### src/rtl/sonar_env_pkg.sv
// Shared types and constants for the sonar envelope decimator.
//   env_state_t : FSM states (ACCUM collects a window, EMIT holds the result)
//   SAMPLE_W    : width of the incoming filtered sample / outgoing envelope
//   USER_W      : width of the FIR mode tag carried in tuser
//   MAG_MAX     : saturated magnitude used for the most negative sample
package sonar_env_pkg;
    typedef enum logic {ACCUM, EMIT} env_state_t;

    localparam int SAMPLE_W = 32;
    localparam int USER_W   = 2;

    localparam logic [SAMPLE_W-1:0] MAG_MAX = 32'h7FFF_FFFF;
endpackage

### src/rtl/env_abs_sat.sv
// Combinational saturating absolute value of a two's complement sample.
//   x   : signed input sample
//   mag : |x|, with the most negative value clamped to MAG_MAX so the result
//         always fits in SAMPLE_W-1 bits
module env_abs_sat
    import sonar_env_pkg::*;
(
    input  logic [SAMPLE_W-1:0] x,
    output logic [SAMPLE_W-1:0] mag
);
    localparam logic [SAMPLE_W-1:0] MOST_NEG = {1'b1, {(SAMPLE_W-1){1'b0}}};

    always_comb begin
        mag = x;
        if (x == MOST_NEG) begin
            // Negating the most negative value would wrap back to itself.
            mag = MAG_MAX;
        end else if (x[SAMPLE_W-1]) begin
            mag = ~x + 1'b1;
        end
    end
endmodule

### src/rtl/sonar_envelope_decim.sv
// Envelope decimator: rectifies filtered samples, averages 2**LOG2_DECIM of
// them per window and emits one mean-magnitude word per window on AXI-Stream.
// The FIR mode tag of the window is forwarded with the result; a tag change
// inside a window discards the partial window and restarts with the new tag.
//   clk, rstn                  : clock, synchronous active-low reset
//   s_axis_tdata/tvalid/tready : filtered signed samples in
//   s_axis_tuser               : mode tag from the FIR
//   m_axis_tdata/tvalid/tready : unsigned mean |x| per window out
//   m_axis_tuser               : mode tag of the emitted window
//   m_axis_tpeak               : max |x| of the window (only with ENV_PEAK_EN)
// Optional feature macro: ENV_PEAK_EN.
module sonar_envelope_decim
    import sonar_env_pkg::*;
#(
    parameter int LOG2_DECIM = 4
) (
    input  logic                clk,
    input  logic                rstn,
    input  logic [SAMPLE_W-1:0] s_axis_tdata,
    input  logic                s_axis_tvalid,
    output logic                s_axis_tready,
    input  logic [USER_W-1:0]   s_axis_tuser,
    output logic [SAMPLE_W-1:0] m_axis_tdata,
    output logic                m_axis_tvalid,
`ifdef ENV_PEAK_EN
    output logic [SAMPLE_W-1:0] m_axis_tpeak,
`endif
    input  logic                m_axis_tready,
    output logic [USER_W-1:0]   m_axis_tuser
);
    // The sum of 2**LOG2_DECIM magnitudes below 2**31 cannot overflow this.
    localparam int ACC_W = SAMPLE_W + LOG2_DECIM;
    localparam logic [LOG2_DECIM-1:0] CNT_LAST = '1;
    localparam logic [LOG2_DECIM-1:0] CNT_ONE  = LOG2_DECIM'(1);

    env_state_t            state_reg, state_next;
    logic [ACC_W-1:0]      acc_reg, acc_next;
    logic [LOG2_DECIM-1:0] cnt_reg, cnt_next;
    logic [USER_W-1:0]     win_user_reg, win_user_next;
    logic [SAMPLE_W-1:0]   out_data_reg, out_data_next;
    logic [USER_W-1:0]     out_user_reg, out_user_next;

    logic [SAMPLE_W-1:0]   mag;
    logic [ACC_W-1:0]      sum;
    logic                  accept;

    env_abs_sat u_abs (
        .x   (s_axis_tdata),
        .mag (mag)
    );

    assign sum    = acc_reg + ACC_W'(mag);
    // Gated with rstn so nothing appears accepted while reset is held.
    assign s_axis_tready = rstn && (state_reg == ACCUM);
    assign accept        = s_axis_tvalid && s_axis_tready;

    assign m_axis_tvalid = (state_reg == EMIT);
    assign m_axis_tdata  = out_data_reg;
    assign m_axis_tuser  = out_user_reg;

`ifdef ENV_PEAK_EN
    logic [SAMPLE_W-1:0] win_peak_reg, win_peak_next;
    logic [SAMPLE_W-1:0] out_peak_reg, out_peak_next;
    logic [SAMPLE_W-1:0] peak_upd;

    // Running maximum including the sample currently being accepted.
    assign peak_upd     = (mag > win_peak_reg) ? mag : win_peak_reg;
    assign m_axis_tpeak = out_peak_reg;
`endif

    always_comb begin
        state_next    = state_reg;
        acc_next      = acc_reg;
        cnt_next      = cnt_reg;
        win_user_next = win_user_reg;
        out_data_next = out_data_reg;
        out_user_next = out_user_reg;
`ifdef ENV_PEAK_EN
        win_peak_next = win_peak_reg;
        out_peak_next = out_peak_reg;
`endif
        case (state_reg)
            ACCUM: begin
                if (accept) begin
                    if ((cnt_reg != '0) && (s_axis_tuser != win_user_reg)) begin
                        // Mode changed mid-window: the new sample starts a fresh
                        // window, even if it would have been the last one.
                        acc_next      = ACC_W'(mag);
                        cnt_next      = CNT_ONE;
                        win_user_next = s_axis_tuser;
`ifdef ENV_PEAK_EN
                        win_peak_next = mag;
`endif
                    end else if (cnt_reg == CNT_LAST) begin
                        out_data_next = sum[ACC_W-1:LOG2_DECIM];
                        out_user_next = win_user_reg;
                        acc_next      = '0;
                        cnt_next      = '0;
                        state_next    = EMIT;
`ifdef ENV_PEAK_EN
                        out_peak_next = peak_upd;
                        win_peak_next = '0;
`endif
                    end else begin
                        acc_next = sum;
                        cnt_next = cnt_reg + 1'b1;
                        if (cnt_reg == '0) begin
                            win_user_next = s_axis_tuser;
                        end
`ifdef ENV_PEAK_EN
                        win_peak_next = peak_upd;
`endif
                    end
                end
            end
            EMIT: begin
                if (m_axis_tready) begin
                    state_next = ACCUM;
                end
            end
            default: state_next = ACCUM;
        endcase
    end

    always_ff @(posedge clk) begin
        if (!rstn) begin
            state_reg    <= ACCUM;
            acc_reg      <= '0;
            cnt_reg      <= '0;
            win_user_reg <= '0;
            out_data_reg <= '0;
            out_user_reg <= '0;
`ifdef ENV_PEAK_EN
            win_peak_reg <= '0;
            out_peak_reg <= '0;
`endif
        end else begin
            state_reg    <= state_next;
            acc_reg      <= acc_next;
            cnt_reg      <= cnt_next;
            win_user_reg <= win_user_next;
            out_data_reg <= out_data_next;
            out_user_reg <= out_user_next;
`ifdef ENV_PEAK_EN
            win_peak_reg <= win_peak_next;
            out_peak_reg <= out_peak_next;
`endif
        end
    end
endmodule
### config.mk
export PLATFORM = sky130hd
export DESIGN_NAME = sonar_envelope_decim
export DESIGN_NICKNAME = d
export VERILOG_FILES = /design/src/rtl/sonar_env_pkg.sv /design/src/rtl/env_abs_sat.sv /design/src/rtl/sonar_envelope_decim.sv
export SDC_FILE = /design/constraint.sdc
export NUM_CORES = 1
export LEC_CHECK = 0
export BUFFER_PORTS_ARGS = -buffer_cell sky130_fd_sc_hd__buf_2
export CELL_PAD_IN_SITES_DETAIL_PLACEMENT = 1
export CELL_PAD_IN_SITES_GLOBAL_PLACEMENT = 1
export CORE_MARGIN = 5
export CORE_UTILIZATION = 43
export DETAILED_ROUTE_END_ITERATION = 10
export HOLD_SLACK_MARGIN = 0.06
export PLACE_DENSITY_LB_ADDON = 0.1
export SYNTH_ARGS = -nofsm -noshare
export SYNTH_HDL_FRONTEND = slang
export SYNTH_SLANG_ARGS = --single-unit
### constraint.sdc
create_clock -name clk -period 4.5 [get_ports clk]
set_input_delay 0.45 -clock clk [delete_from_list [all_inputs] [get_ports clk]]
set_output_delay 0.45 -clock clk [all_outputs]
set_load 0.02 [all_outputs]
==> results of run 1 <==
## cells in the mapped netlist (11+ instances only)
| cell | count | area [um2] |
|---|---|---|
| sky130_fd_sc_hd__nand2_1 | 127 | 477 |
| sky130_fd_sc_hd__o21ai_0 | 45 | 225 |
| sky130_fd_sc_hd__nor2_1 | 41 | 154 |
| sky130_fd_sc_hd__xor2_1 | 29 | 254 |
| sky130_fd_sc_hd__a211oi_1 | 14 | 105 |
| sky130_fd_sc_hd__xnor2_1 | 23 | 201 |
| sky130_fd_sc_hd__a22oi_1 | 19 | 143 |
| sky130_fd_sc_hd__a21o_1 | 13 | 97.6 |
| sky130_fd_sc_hd__nand3_1 | 28 | 140 |
| sky130_fd_sc_hd__nor3_1 | 14 | 70.1 |
| sky130_fd_sc_hd__a21oi_1 | 82 | 410 |
| sky130_fd_sc_hd__dfxtp_1 | 77 | 1540 |
| sky130_fd_sc_hd__o31ai_1 | 11 | 82.6 |
| sky130_fd_sc_hd__a221oi_1 | 11 | 96.3 |
| sky130_fd_sc_hd__clkbuf_1 | 39 | 146 |
| sky130_fd_sc_hd__ha_1 | 35 | 438 |
| sky130_fd_sc_hd__inv_1 | 13 | 48.8 |
## how the worst min path moves through the flow
stage | startpoint | to | cells after the start
after global routing | s_axis_tuser[1] | win_user_reg[1] | 3
after CTS | s_axis_tuser[1] | win_user_reg[1] | 3
after floorplan | acc_reg[18] | acc_reg[18] | 2
after global placement | acc_reg[18] | acc_reg[18] | 2
final | m_axis_tready | m_axis_tvalid | 3
after detailed placement | m_axis_tdata[15] | m_axis_tdata[15] | 2
## report_power, final
group          internal [W]  switching [W]
sequential         0.000752      0.0000445
combinational      0.000489       0.000728
clock              0.000574       0.000315
## cell usage in the layout (no fill, tap or decap), types with 4 or more instances in the layout
| cell | n |
|---|---|
| sky130_fd_sc_hd__a211oi_1 | 14 |
| sky130_fd_sc_hd__a21o_1 | 13 |
| sky130_fd_sc_hd__a21oi_1 | 82 |
| sky130_fd_sc_hd__a221oi_1 | 11 |
| sky130_fd_sc_hd__a22oi_1 | 19 |
| sky130_fd_sc_hd__a31oi_1 | 4 |
| sky130_fd_sc_hd__and2_1 | 7 |
| sky130_fd_sc_hd__and3_1 | 5 |
| sky130_fd_sc_hd__buf_2 | 73 |
| sky130_fd_sc_hd__buf_4 | 50 |
| sky130_fd_sc_hd__clkbuf_16 | 9 |
| sky130_fd_sc_hd__dfxtp_1 | 77 |
| sky130_fd_sc_hd__ha_1 | 35 |
| sky130_fd_sc_hd__inv_1 | 13 |
| sky130_fd_sc_hd__mux2i_1 | 6 |
| sky130_fd_sc_hd__nand2_1 | 127 |
| sky130_fd_sc_hd__nand2_2 | 4 |
| sky130_fd_sc_hd__nand2b_1 | 4 |
| sky130_fd_sc_hd__nand3_1 | 28 |
| sky130_fd_sc_hd__nand4_1 | 4 |
| sky130_fd_sc_hd__nor2_1 | 41 |
| sky130_fd_sc_hd__nor2b_1 | 5 |
| sky130_fd_sc_hd__nor3_1 | 13 |
| sky130_fd_sc_hd__nor3b_1 | 4 |
| sky130_fd_sc_hd__o211ai_1 | 7 |
| sky130_fd_sc_hd__o21ai_0 | 44 |
| sky130_fd_sc_hd__o21ai_1 | 8 |
| sky130_fd_sc_hd__o31ai_1 | 11 |
| sky130_fd_sc_hd__or3_1 | 7 |
| sky130_fd_sc_hd__xnor2_1 | 23 |
| sky130_fd_sc_hd__xor2_1 | 29 |
## cells by family after synthesis
logic type	count (synthesis)
AO/OA/AOI/OAI	249
flip-flops	77
buffers and inverters	55
adder cells (fa/ha/maj)	36
multiplexers	6
AND/OR/NAND/NOR	268
XOR/XNOR	52
## routing by layer
layer / wire length (um) / global-route usage, %
met1: 8350 / 31.4
met2: 9160 / 43.0
met3: 705 / 3.45
met4: 419 / 9.31
met5: 0 / 0
## critical path: stages
cell and delay [ns]:
sky130_fd_sc_hd__buf_2 0.12, sky130_fd_sc_hd__or4_4 0.56, sky130_fd_sc_hd__nor4_4 0.20, sky130_fd_sc_hd__nand3_2 0.11
sky130_fd_sc_hd__or3_1 0.38, sky130_fd_sc_hd__buf_4 0.21, sky130_fd_sc_hd__buf_4 0.17, sky130_fd_sc_hd__nand2_1 0.09
sky130_fd_sc_hd__ha_1 0.23, sky130_fd_sc_hd__and3_1 0.23, sky130_fd_sc_hd__nand2_2 0.09, sky130_fd_sc_hd__or3_4 0.40
sky130_fd_sc_hd__or3_1 0.41, sky130_fd_sc_hd__a211o_1 0.34, sky130_fd_sc_hd__a21oi_2 0.20, sky130_fd_sc_hd__xnor2_1 0.19
sky130_fd_sc_hd__a21oi_1 0.12
## final cells by class
| cell class | count | area [um2] |
|---|---|---|
| clock buffers | 11 | 253 |
| clock inverters | 5 | 106 |
| fillers | 1652 | 5920 |
| inverters | 13 | 48.8 |
| multi-input cells | 611 | 3840 |
| flip-flops and latches | 77 | 1540 |
| well taps | 172 | 215 |
| repair buffers | 123 | 741 |
## per-stage QoR
stage,setup WS [ns],instances,utilization [%],hold slack [ns],setup TNS [ns]
after global routing,0.0143,1012,53.3,0.367,0
after floorplan,0.295,743,-,0.422,0
after global placement,0.0827,996,50.3,0.432,0
after CTS,0.169,1012,53.1,0.352,0
after detailed placement,-0.0813,996,50.3,0.444,-0.415
final,0.183,1012,53.3,0.364,0
==> impl_metrics.prom, run 1 <==
# TYPE chip_impl_metric gauge
chip_impl_info{name="status",value="finished clean"} 1
chip_impl_metric{name="drt_first_pass_iters",unit=""} 4
chip_impl_metric{name="synth_edf_count",unit=""} 0
chip_impl_info{name="worstReg2RegEnd",value="m_axis_tdata[24]"} 1
chip_impl_metric{name="fin_skew",unit="ns"} 0.00809
chip_impl_metric{name="post-layout-total-power",unit="W"} 0.00290
chip_impl_metric{name="synth-async-reset-ratio",unit="%"} 0
chip_impl_metric{name="global_route_wire_length_before_repair",unit="um"} 30400
chip_impl_metric{name="ff2ff_setup_slack",unit="ns"} 1.47
chip_impl_metric{name="reg2reg_depth",unit=""} 10
chip_impl_metric{name="cap_violations",unit=""} 0
chip_impl_metric{name="maximum_number_of_pins_on_one_net_before_global_route_repair",unit=""} 34
chip_impl_metric{name="postSynthNetCount",unit=""} 817
chip_impl_metric{name="drive_gt1_share",unit="%"} 19.3
chip_impl_metric{name="grt_remaining_overflow",unit=""} 0
chip_impl_metric{name="finish_stage_setup_viols",unit=""} 0
chip_impl_metric{name="drt_iter0_drc",unit=""} 310
chip_impl_metric{name="synth_simple_gate_area_share",unit="%"} 22.4
chip_impl_metric{name="grtUsageTotal",unit="%"} 24.8
chip_impl_metric{name="path_max_fanout",unit=""} 20
chip_impl_metric{name="number_of_flip_flops_under_the_largest_register_name",unit=""} 36
chip_impl_metric{name="post_drt_via_cell_ratio",unit=""} 5.84
chip_impl_metric{name="numClockSinks",unit=""} 77
chip_impl_metric{name="synth.distinct_cells",unit=""} 66
chip_impl_metric{name="xor_and_xnor_area_share_after_synthesis",unit="%"} 8.15
chip_impl_metric{name="portion_of_the_post_synthesis_area_used_by_sequential_elements",unit="%"} 27.6
chip_impl_info{name="worst-setup-path-type",value="in -> reg"} 1
chip_impl_metric{name="cts.htree.levels",unit=""} 3
chip_impl_metric{name="finalWeightedCongestion",unit=""} 0.904
chip_impl_metric{name="power.ir.vdd_worst",unit="mV"} 0.164
chip_impl_info{name="worst_r2r_startpoint",value="acc_reg[0]"} 1
chip_impl_metric{name="crit_arrival",unit="ns"} 4.54
chip_impl_info{name="cts_tree",value="built"} 1
chip_impl_metric{name="final_hold_viol_count",unit=""} 0
chip_impl_metric{name="layout-area-overhead-vs-synth",unit="%"} 20.8
chip_impl_metric{name="cts-hold-fix-buffers",unit=""} 0
chip_impl_metric{name="final_max_slew_viol_count",unit=""} 0
chip_impl_info{name="hold_class",value="in -> reg"} 1
chip_impl_metric{name="finalNetCount",unit=""} 909
chip_impl_metric{name="clock_network_latency_to_the_later_pin_of_the_worst_skew_pair",unit="ns"} 0.35
chip_impl_metric{name="detailroute.via_count",unit=""} 5907
chip_impl_info{name="startpoint_type",value="input port"} 1
chip_impl_metric{name="yosysWarningCount",unit=""} 0
chip_impl_metric{name="syn_avg_cell_area",unit="um2"} 7.52
chip_impl_metric{name="cts_made_buffers",unit=""} 9
chip_impl_metric{name="synth-seq-cells",unit=""} 77
chip_impl_info{name="worst_setup_path_end_kind",value="flop"} 1
chip_impl_metric{name="die_h",unit="um"} 124
chip_impl_metric{name="cts.clk_slew.worst_paths",unit="ns"} 0.06
chip_impl_metric{name="p_leak",unit="nW"} 2.90
chip_impl_metric{name="drc_violations_left",unit=""} 0
chip_impl_metric{name="cts_resized",unit=""} 0
chip_impl_metric{name="power.density_cell_area",unit="mW/mm2"} 430
chip_impl_metric{name="synth.mux.area_fraction",unit="%"} 1.08
chip_impl_metric{name="total_number_of_placement_rows",unit=""} 41
chip_impl_metric{name="max_clock_freq",unit="MHz"} 232
chip_impl_metric{name="die-width",unit="um"} 124
chip_impl_metric{name="synthAdderAreaFrac",unit="%"} 8.20
chip_impl_metric{name="port-buffer-count",unit=""} 73
chip_impl_metric{name="post_synth_instance_area",unit="mm2"} 0.00559
chip_impl_metric{name="wl",unit="um"} 18600
chip_impl_info{name="startpoint",value="s_axis_tdata[9]"} 1
chip_impl_info{name="grt_setup_unrepaired",value="false"} 1
chip_impl_metric{name="dieArea",unit="mm2"} 0.0154
chip_impl_metric{name="cell_count_after_synthesis",unit=""} 743
chip_impl_metric{name="cts.path.max_buffers",unit=""} 2
chip_impl_metric{name="detailed_place_hpwl",unit="um"} 14200
chip_impl_metric{name="synth-compound-area-share",unit="%"} 28.6
chip_impl_metric{name="worst_pin_slew",unit="ns"} 1.25
chip_impl_metric{name="wire_per_inst",unit="um"} 18.4
chip_impl_metric{name="io-pin-count",unit=""} 74
chip_impl_metric{name="core",unit="mm2"} 0.0127
chip_impl_metric{name="finalCriticalPeriod",unit="ns"} 4.32
chip_impl_metric{name="required",unit="ns"} 4.72
chip_impl_metric{name="ant_nets",unit=""} 0
chip_impl_metric{name="post-route-cell-area",unit="mm2"} 0.00675
chip_impl_info{name="timing_endpoint_of_the_critical_path",value="m_axis_tdata[25]"} 1
chip_impl_metric{name="insertedDiodeCount",unit=""} 0
chip_impl_metric{name="floorplan.initialDensity",unit="%"} 44.1
chip_impl_metric{name="first_global_vias",unit=""} 6051
chip_impl_metric{name="antenna_found_initial",unit=""} 0
chip_impl_metric{name="post_cts.repair.setup_buffers",unit=""} 0
chip_impl_info{name="synth_top_family_by_area",value="compound AO/OA/AOI/OAI gates"} 1
chip_impl_info{name="cts-root-buf",value="sky130_fd_sc_hd__clkbuf_16"} 1
chip_impl_metric{name="layout_worst_path_cycle_share",unit="%"} 95.9
chip_impl_info{name="dominantRegCellSynth",value="sky130_fd_sc_hd__dfxtp_1"} 1
chip_impl_metric{name="placed_area",unit="mm2"} 0.00637
chip_impl_metric{name="timing.slew.headroom",unit="%"} 16.6
(Power assumes the default switching activity.)
==> run 2: changes to the inputs <==
- CORE_UTILIZATION: 43 -> 45
- clock period: 4.5 -> 5.4 ns (I/O delays scaled with it)
==> run 2 against run 1 <==
Compared with the run above: flip-flop and latch count stayed put; global-route usage rose by 0.13 points; non-clock buffer count shrank 39; hold slack improved by 0.088 ns; first-iteration DRC count up 6.8%; clock skew is essentially flat; routed wire length is 3.7% lower; sequential power is 17% lower; clock power shrank 23%; register-to-register slack better by 0.86 ns; critical path depth fell by 1; critical path type unchanged.
==> impl_metrics.prom, run 2 (synthesized netlist as in run 1, its figures left out) <==
# TYPE chip_impl_metric gauge
chip_impl_metric{name="grtUsageTotal",unit="%"} 25.0
chip_impl_metric{name="cap_violations",unit=""} 0
chip_impl_metric{name="maximum_number_of_pins_on_one_net_before_global_route_repair",unit=""} 35
chip_impl_metric{name="finish_stage_setup_viols",unit=""} 0
chip_impl_metric{name="grt_remaining_overflow",unit=""} 0
chip_impl_metric{name="cts_resized",unit=""} 0
chip_impl_metric{name="power.ir.vdd_worst",unit="mV"} 0.156
chip_impl_metric{name="port-buffer-count",unit=""} 73
chip_impl_metric{name="total_number_of_placement_rows",unit=""} 40
chip_impl_info{name="worst_setup_path_end_kind",value="flop"} 1
chip_impl_metric{name="cts-hold-fix-buffers",unit=""} 0
chip_impl_metric{name="drc_violations_left",unit=""} 0
chip_impl_metric{name="placed_area",unit="mm2"} 0.00608
chip_impl_info{name="slowest_cell_on_the_critical_path",value="sky130_fd_sc_hd__o31ai_2"} 1
chip_impl_metric{name="cts.path.max_buffers",unit=""} 2
chip_impl_info{name="cts-root-buf",value="sky130_fd_sc_hd__clkbuf_16"} 1
chip_impl_metric{name="whs",unit="ns"} 0.451
chip_impl_metric{name="finalCriticalPeriod",unit="ns"} 4.64
chip_impl_metric{name="post_cts.repair.setup_buffers",unit=""} 0
chip_impl_info{name="cts_tree",value="built"} 1
chip_impl_metric{name="core",unit="mm2"} 0.0121
chip_impl_info{name="grt_setup_unrepaired",value="false"} 1
chip_impl_metric{name="finalNetCount",unit=""} 870
chip_impl_info{name="worst-setup-path-type",value="in -> reg"} 1
chip_impl_metric{name="layout-area-overhead-vs-synth",unit="%"} 14.6
chip_impl_info{name="timing_endpoint_of_the_critical_path",value="acc_reg[35]"} 1
chip_impl_metric{name="wire_per_inst",unit="um"} 18.5
chip_impl_info{name="startpoint",value="s_axis_tdata[19]"} 1
chip_impl_metric{name="layout_worst_path_cycle_share",unit="%"} 85.9
chip_impl_metric{name="numClockSinks",unit=""} 77
chip_impl_metric{name="post_drt_via_cell_ratio",unit=""} 5.95
chip_impl_metric{name="final_max_slew_viol_count",unit=""} 0
chip_impl_metric{name="required",unit="ns"} 5.62
chip_impl_metric{name="layout.filler_cells",unit=""} 1559
chip_impl_metric{name="p_leak",unit="nW"} 2.70
chip_impl_metric{name="max_clock_freq",unit="MHz"} 216
chip_impl_metric{name="global_route_wire_length_before_repair",unit="um"} 29900
chip_impl_metric{name="path_max_fanout",unit=""} 25
chip_impl_info{name="hold_class",value="reg -> reg"} 1
chip_impl_metric{name="floorplan.initialDensity",unit="%"} 46.1
chip_impl_metric{name="crit_arrival",unit="ns"} 4.86
chip_impl_metric{name="detailedPlace.worstSlack",unit="ns"} 0.434
chip_impl_metric{name="number_of_flip_flops_under_the_largest_register_name",unit=""} 36
chip_impl_metric{name="detailroute.via_count",unit=""} 5764
chip_impl_metric{name="final.setup.tns",unit="ns"} 0
chip_impl_metric{name="ff2ff_setup_slack",unit="ns"} 2.33
chip_impl_metric{name="reg2reg_depth",unit=""} 10
chip_impl_metric{name="instances_no_fill",unit=""} 969
chip_impl_metric{name="fin_ws",unit="ns"} 0.763
chip_impl_info{name="status",value="finished clean"} 1
chip_impl_metric{name="power.density_cell_area",unit="mW/mm2"} 355
chip_impl_metric{name="drt_iter0_drc",unit=""} 331
chip_impl_info{name="worstReg2RegEnd",value="acc_reg[34]"} 1
chip_impl_metric{name="clock_network_latency_to_the_later_pin_of_the_worst_skew_pair",unit="ns"} 0.35
chip_impl_metric{name="first_global_vias",unit=""} 6013
chip_impl_metric{name="max_stage_delay",unit="ns"} 0.63
chip_impl_metric{name="die-width",unit="um"} 121
chip_impl_info{name="most_common_library_cell_in_the_layout_ignoring_fill_and_taps",value="sky130_fd_sc_hd__nand2_1"} 1
chip_impl_metric{name="fin_skew",unit="ns"} 0.00785
chip_impl_metric{name="timing.slew.headroom",unit="%"} 13.9
chip_impl_metric{name="drt_first_pass_iters",unit=""} 5
chip_impl_metric{name="io-pin-count",unit=""} 74
chip_impl_metric{name="dieArea",unit="mm2"} 0.0147
chip_impl_metric{name="ant_nets",unit=""} 0
chip_impl_info{name="worst_r2r_startpoint",value="acc_reg[0]"} 1
chip_impl_metric{name="antenna_found_initial",unit=""} 0
chip_impl_metric{name="die_h",unit="um"} 121
chip_impl_metric{name="worst_pin_slew",unit="ns"} 1.29
chip_impl_metric{name="drive_gt1_share",unit="%"} 15.1
chip_impl_metric{name="cts_made_buffers",unit=""} 9
chip_impl_metric{name="detailed_place_hpwl",unit="um"} 13400
chip_impl_metric{name="final_hold_viol_count",unit=""} 0
chip_impl_metric{name="post-route-cell-area",unit="mm2"} 0.00640
chip_impl_info{name="startpoint_type",value="input port"} 1
chip_impl_info{name="layout.cells.most_common_list",value="127 x sky130_fd_sc_hd__nand2_1, 82 x sky130_fd_sc_hd__a21oi_1, 77 x sky130_fd_sc_hd__dfxtp_1, 73 x sky130_fd_sc_hd__buf_2, 45 x sky130_fd_sc_hd__o21ai_0"} 1
chip_impl_metric{name="cts.htree.levels",unit=""} 3
chip_impl_metric{name="placed_cells_incl_taps",unit=""} 953
chip_impl_metric{name="hold_path_depth",unit=""} 2
chip_impl_metric{name="wl",unit="um"} 18000
chip_impl_metric{name="insertedDiodeCount",unit=""} 0
chip_impl_info{name="critical_path.cell_chain",value="buf_2 -> or3_1 -> nor4_1 -> nand3_2 -> or3_1 -> buf_4 -> nand2_1 -> ha_1 -> nand4_1 -> nor3_1 -> nand4_1 -> o221ai_1 -> a21oi_1 -> o31ai_2 -> a31oi_1 -> a2bb2oi_1"} 1
chip_impl_metric{name="finalWeightedCongestion",unit=""} 0.916
chip_impl_metric{name="cts.clk_slew.worst_paths",unit="ns"} 0.06
[run 2: cell types whose count changed in the layout (fill, tap and decap cells not counted), sizes merged]
cell / before / now
bufinv: 3 / 2
clkinvlp: 1 / 0
clkinv: 1 / 2
clkbuf: 11 / 12
buf: 123 / 84
[run 2: worst min path at each step]
stage	endpoint	start	slack (ns)
floorplan	acc_reg[18]	acc_reg[18]	0.42
global placement	acc_reg[27]	acc_reg[27]	0.43
detailed placement	m_axis_tdata[13]	m_axis_tdata[13]	0.45
CTS	m_axis_tvalid	m_axis_tready	0.45
global route	m_axis_tvalid	m_axis_tready	0.46
finish	m_axis_tdata[13]	m_axis_tdata[13]	0.45
[run 2: metrics by stage]
step,total power (W),util (%)
2_1_floorplan,0.00134,-
3_3_place_gp,0.00155,50.2
3_5_place_dp,0.00158,50.2
4_1_cts,0.00227,52.9
5_1_grt,0.00241,52.9
6_report,0.00227,52.9
[run 2: where the power goes]
group / internal, W / total (W) / switching [W]
Sequential: 0.000626 / 0.000664 / 0.0000377
Clock: 0.000429 / 0.000680 / 0.000251
Combinational: 0.000345 / 0.000926 / 0.000581
[run 2: routing by layer]
metal  GRT usage, %  part of all wire [%]  wire, um
met3           4.80                   4.2       746
met1           30.8                    45      8150
met5              0                     0         0
met2           43.7                    49      8770
met4           7.70                   1.6       286
[run 2: layout make-up]
cell class,count,area (um2),area share [%]
Sequential cell,77,1540,24.1
Clock buffer,12,256,4.01
Tap cell,168,210,3.28
Timing Repair Buffer,84,448,7.00
Multi-Input combinational cell,611,3830,59.8
Clock inverter,4,70.1,1.09
Inverter,13,48.8,0.762
[run 2: worst max-delay path: cells and delay by family]
kind	cells	cell delay [ns]
adder cells (fa/ha/maj)	1	0.27
buffers and inverters	2	0.34
AO/OA/AOI/OAI	5	1.36
AND/OR/NAND/NOR	8	2.32
